<file path="config.mk">
export PLATFORM = sky130hd
export DESIGN_NAME = ps2_keyboard_rx
export DESIGN_NICKNAME = d
export VERILOG_FILES = /design/src/rtl/ps2_keyboard_rx.sv
export SDC_FILE = /design/constraint.sdc
export NUM_CORES = 1
export LEC_CHECK = 0
export BUFFER_PORTS_ARGS = -buffer_cell sky130_fd_sc_hd__buf_2
export CAP_MARGIN = 20
export CORE_ASPECT_RATIO = 0.8
export CORE_MARGIN = 3
export CORE_UTILIZATION = 63
export CTS_CLUSTER_SIZE = 20
export DETAILED_ROUTE_END_ITERATION = 12
export PLACE_DENSITY = 0.8
export SETUP_SLACK_MARGIN = 0.3
export SYNTH_ARGS = -nofsm -noshare
export SYNTH_HDL_FRONTEND = slang
export SYNTH_SLANG_ARGS = --single-unit
</file>
<file path="constraint.sdc">
create_clock -name CLK_25MHZ -period 3.82 [get_ports CLK_25MHZ]
set_input_delay 0.573 -clock CLK_25MHZ [delete_from_list [all_inputs] [get_ports CLK_25MHZ]]
set_output_delay 0.573 -clock CLK_25MHZ [all_outputs]
set_load 0.05 [all_outputs]
</file>
<file path="src/rtl/ps2_keyboard_rx.sv">
// PS/2 keyboard receiver: synchronizes and deglitches the keyboard lines, frames
// 11-bit serial words and decodes make/break/extended scan-code events.
module ps2_keyboard_rx #(
  parameter int FILTER_LEN     = 8,
  parameter int TIMEOUT_CYCLES = 25000
) (
  input  logic       CLK_25MHZ,
  input  logic       RESET,
  input  logic       PS2_CLK,
  input  logic       PS2_DATA,
  output logic       KEY_VALID,
  output logic [7:0] KEY_CODE,
  output logic       KEY_EXTENDED,
  output logic       KEY_RELEASED,
  output logic       FRAME_ERROR
);

  localparam int FW = $clog2(FILTER_LEN + 1);
  localparam int TW = $clog2(TIMEOUT_CYCLES + 1);

  typedef enum logic [1:0] {IDLE, SHIFT, PARITY, STOP} state_t;

  logic          clk_s1, clk_s2, dat_s1, dat_s2;
  logic          filt_clk, filt_prev;
  logic [FW-1:0] filt_cnt;
  logic          fall;

  state_t        state, state_n;
  logic [2:0]    bit_cnt, bit_cnt_n;
  logic [7:0]    shift_reg, shift_n;
  logic          par_bit, par_n;
  logic [TW-1:0] tmo_cnt, tmo_n;
  logic          pend_ext, pend_ext_n, pend_rel, pend_rel_n;
  logic          valid_n, err_n, ext_n, rel_n;
  logic [7:0]    code_n;

  // Line conditioning: the filtered clock only follows the synchronized clock
  // once it has held its new level for FILTER_LEN consecutive samples.
  always_ff @(posedge CLK_25MHZ or posedge RESET) begin
    if (RESET) begin
      clk_s1    <= 1'b1;
      clk_s2    <= 1'b1;
      dat_s1    <= 1'b1;
      dat_s2    <= 1'b1;
      filt_clk  <= 1'b1;
      filt_prev <= 1'b1;
      filt_cnt  <= '0;
    end else begin
      clk_s1    <= PS2_CLK;
      clk_s2    <= clk_s1;
      dat_s1    <= PS2_DATA;
      dat_s2    <= dat_s1;
      filt_prev <= filt_clk;
      if (clk_s2 == filt_clk) begin
        filt_cnt <= '0;
      end else if (filt_cnt == FW'(FILTER_LEN - 1)) begin
        filt_clk <= clk_s2;
        filt_cnt <= '0;
      end else begin
        filt_cnt <= filt_cnt + FW'(1);
      end
    end
  end

  assign fall = filt_prev & ~filt_clk;

  always_ff @(posedge CLK_25MHZ or posedge RESET) begin
    if (RESET) begin
      state        <= IDLE;
      bit_cnt      <= '0;
      shift_reg    <= '0;
      par_bit      <= 1'b0;
      tmo_cnt      <= '0;
      pend_ext     <= 1'b0;
      pend_rel     <= 1'b0;
      KEY_VALID    <= 1'b0;
      KEY_CODE     <= '0;
      KEY_EXTENDED <= 1'b0;
      KEY_RELEASED <= 1'b0;
      FRAME_ERROR  <= 1'b0;
    end else begin
      state        <= state_n;
      bit_cnt      <= bit_cnt_n;
      shift_reg    <= shift_n;
      par_bit      <= par_n;
      tmo_cnt      <= tmo_n;
      pend_ext     <= pend_ext_n;
      pend_rel     <= pend_rel_n;
      KEY_VALID    <= valid_n;
      KEY_CODE     <= code_n;
      KEY_EXTENDED <= ext_n;
      KEY_RELEASED <= rel_n;
      FRAME_ERROR  <= err_n;
    end
  end

  // Frame sequencing and prefix decoding; event outputs register one cycle
  // after the stop-bit sample.
  always_comb begin
    state_n    = state;
    bit_cnt_n  = bit_cnt;
    shift_n    = shift_reg;
    par_n      = par_bit;
    tmo_n      = (state == IDLE) ? '0 : tmo_cnt + TW'(1);
    pend_ext_n = pend_ext;
    pend_rel_n = pend_rel;
    valid_n    = 1'b0;
    err_n      = 1'b0;
    code_n     = KEY_CODE;
    ext_n      = KEY_EXTENDED;
    rel_n      = KEY_RELEASED;

    if (fall) begin
      tmo_n = '0;
    end

    case (state)
      IDLE: begin
        if (fall && !dat_s2) begin
          state_n   = SHIFT;
          bit_cnt_n = '0;
        end
      end
      SHIFT: begin
        if (fall) begin
          shift_n   = {dat_s2, shift_reg[7:1]};
          bit_cnt_n = bit_cnt + 3'd1;
          if (bit_cnt == 3'd7) begin
            state_n = PARITY;
          end
        end
      end
      PARITY: begin
        if (fall) begin
          par_n   = dat_s2;
          state_n = STOP;
        end
      end
      STOP: begin
        if (fall) begin
          state_n = IDLE;
          if (dat_s2 && ((^shift_reg) ^ par_bit)) begin
            if (shift_reg == 8'hE0) begin
              pend_ext_n = 1'b1;
            end else if (shift_reg == 8'hF0) begin
              pend_rel_n = 1'b1;
            end else begin
              valid_n    = 1'b1;
              code_n     = shift_reg;
              ext_n      = pend_ext;
              rel_n      = pend_rel;
              pend_ext_n = 1'b0;
              pend_rel_n = 1'b0;
            end
          end else begin
            err_n      = 1'b1;
            pend_ext_n = 1'b0;
            pend_rel_n = 1'b0;
          end
        end
      end
      default: state_n = IDLE;
    endcase

    // A stalled keyboard clock abandons the partial frame.
    if (state != IDLE && !fall && tmo_cnt == TW'(TIMEOUT_CYCLES - 1)) begin
      state_n    = IDLE;
      tmo_n      = '0;
      err_n      = 1'b1;
      pend_ext_n = 1'b0;
      pend_rel_n = 1'b0;
    end
  end

endmodule

</file>
==> summary.txt <==
Run status
  • Status: complete, no violations

Route
  • Detailed-route via count: 1586
  • DRT Pass-1 Iters: 4
  • DR WL/cell: 14.90 microns
  • Via/cell ratio: 5.545
  • DR DRC count: 0
  • Antenna viol nets, final: 0
  • Initial drt markers: 77
  • Routed wire length: 4261 microns

STA
  • Rel. slew slack: 53.84%
  • Final Max Tran Viols: 0
  • Max Clk Rate: 384.3 MHz
  • Final number of hold-violating endpoints: 0
  • Final setup viols: 0
  • Slew at the pin closest to its max-slew limit: 0.6895 ns
  • Worst Clk Skew: 0.007765 ns
  • Final setup TNS: 0 ns
  • Final Cycle Share: 68.12%
  • Setup WS post-layout: 1.218 ns
  • Fin crit period: 2.602 ns
  • RSZ-0062 raised after global routing: false

Floorplan
  • Top Ports: 16
  • Die width: 75.79 microns
  • Initial core utilization: 68.39%
  • Core area: 3590 sq um
  • Die area: 4686 sq um
  • Row cnt: 19
  • DIE HEIGHT: 61.83 microns

Power and ir drop
  • Leakage: 1.250 nW
  • VDD IR-drop max: 0.3571 mV
  • Pwr Total: 1.420 mW
  • Pwr/cell area: 530.2 nW/um^2

Clock tree
  • Sink Count: 53
  • Post-CTS Setup Inserts: 0
  • Total CTS buffers: 5
  • Clk_lat worst skew: 0.31 ns
  • TritonCTS clock tree: built
  • Clock Pin Slew Worst Setup and Hold Paths: 0.09 ns
  • Clock Tree Root: clkbuf_8
  • Post-cts resize count: 0
  • Htree depth: 2
  • Hold-fix buffers, CTS: 0
  • CTS max path bufs: 2

GRT
  • Met1 Track Usage GR: 25.57%
  • Total track usage: 20.93%
  • GRT overflow: 0
  • First-pass GRT wire length: 6927 microns
  • GR peak layer: met2
  • Antenna violations before repair: 0
  • Vias in the first global route: 1496
  • Grt met2 use: 33.41%
  • Met3 usage in global routing: 8.199%
  • Largest net degree at the start of global routing: 54

Worst setup path
  • CP max FO: 11
  • Worst Setup Start Kind: register
  • CP Cell Sequence: inv_1, ha_1, xnor3_1, xnor2_1, and2_4, nor4b_4, mux2_2
  • Crit. End Element: register
  • Worst Path Arrival: 2.80 ns
  • CP max-delay cell: nor4b_4
  • CP peak stage delay: 0.59 ns
  • Setup CP Type: reg -> reg
  • Critical Path RT: 4.02 ns

Yosys
  • Dominant cell type by area after synthesis: dfrtp_1
  • Ys Warns: 0
  • Post-synth top area share: 47.91%
  • Synth area leaders: dfrtp_1 (48%), mux2_2 (7.3%), ha_1 (6.6%), dfstp_2 (6.4%), xnor2_1 (3.9%)
  • Post-synth cell types: 41
  • Syn Std Cell Area: 2455 sq um
  • Mapped Nets: 231
  • Post-synthesis cell count: 214
  • FF+latch count, synth: 53
  • Syn Area/Cell: 11.47 sq um
  • Seq/Total Area, Yosys: 54.33%

Hold path
  • Worst Hold Class: in -> async

Placed design
  • GP Congestion: 0.8021
  • Placed cell count: 277
  • Port Buffer Count: 15
  • Detailed Place HPWL: 3039 microns
  • Pre-CTS setup slack: 1.207 ns

Finish
  • Post-layout util: 74.59%
  • N_diodes: 0
  • Share of layout cells above drive strength 1: 21.79%
  • Nets@finish: 250
  • Final non-filler cell total: 286
  • Max reg flops: 15
  • FILL cells: 251
  • Layout overhead on the synthesized area: 9.072%

Flow run
  • MaxCap Viol Count: 0
-- final timing paths --
path	startpoint	endpoint	slack [ns]	cells past startpoint
worst max-delay path	shift_reg[1]$_DFFE_PP0P_	KEY_CODE[4]$_DFFE_PP0P_	1.22	7
worst min-delay path	RESET	filt_cnt[3]$_DFF_PP0_	0.20	2
worst max register to register	shift_reg[1]$_DFFE_PP0P_	KEY_CODE[4]$_DFFE_PP0P_	1.22	7
worst min register to register	dat_s1$_DFF_PP1_	dat_s2$_DFF_PP1_	0.36	0
max in group asynchronous	RESET	dat_s2$_DFF_PP1_	3.06	3
min in group CLK_25MHZ	PS2_CLK	clk_s1$_DFF_PP1_	0.35	1
-- worst max-delay path, delay by kind of cell (launching register included) --
kind          cells  cell delay [ns]
mux               1             0.42
simple gates      2             0.79
flops             1             0.38
buf+inv           1             0.07
fa+ha+maj         1             0.27
xor+xnor          2             0.57
-- cells by family after synthesis --
family / share of synthesized area, %
and+or+nand+nor: 17.02
DFF: 54.33
AOI/OAI and AO/OA: 4.842
xor gates and xnor gates: 6.982
muxes: 7.339
buffers and inverters: 2.854
adders and majority gates: 6.626
-- power breakdown --
part	leakage (nW)	total (mW)	switching [mW]	internal, mW
Clock	0.0374	0.307	0.178	0.129
Sequential	0.708	0.713	0.0701	0.643
Combinational	0.504	0.399	0.234	0.165
Total	1.25	1.42	0.482	0.938
-- cell usage after synthesis (all sizes together) --
cell and number:
nand4 1, nor4 3, xnor2 11, nand4b 1, inv 10, ha 13
or3 1, or4bb 1, nor2 22, and2 1, nor3 4, a31oi 2
dfrtp 47, nand2 22, o21ai 10, o22ai 1, buf 4, o21a 1
nor4b 1, and4 2, o211ai 1, a21oi 2, and3 2, or4 1
nand3 12, clkbuf 1, mux2 16, o31ai 1, a32o 1, o21bai 1
dfstp 6, nand2b 1, nor3b 2, nor2b 2, xnor3 1, xor2 6
-- placed cells by master (no fill, tap or decap), types with 2 or more instances in the layout --
cell type and n:
a21oi_1 2, a31oi_1 2, and3_1 2, and4_1 2
buf_2 15, clkbuf_8 5, clkinvlp_4 2, dfrtp_1 47
dfstp_2 6, ha_1 13, inv_1 9, mux2_2 16
nand2_1 22, nand3_1 12, nor2_1 22, nor2b_1 2
nor3_1 4, nor4_1 2, o21ai_0 9, xnor2_1 11
xor2_1 6
-- layout make-up --
class	instances	area, sq um	area share, %
well taps	52	65.06	2.430
inverters	10	37.54	1.402
clock inverters	2	15.01	0.5607
multi-input cells	146	1051	39.25
clock buffers	6	72.57	2.710
repair buffers	17	102.6	3.832
flip-flops and latches	53	1334	49.81
-- metrics by stage --
stage	hold slack, ns	cell area (sq um)
2_1_floorplan	0.3452	2455
3_3_place_gp	0.3473	2570
3_5_place_dp	0.3484	2570
4_1_cts	0.3354	2658
5_1_grt	0.1968	2678
6_report	0.1969	2678
-- routing by layer --
metal	wire (microns)	part of all wire, %	vias up
met2	2034	48	31
met5	0	0	-
met3	167	3.9	5
met1	1993	47	776
li1	-	-	774
met4	65	1.5	0
Power figures use the tool's default switching activity.
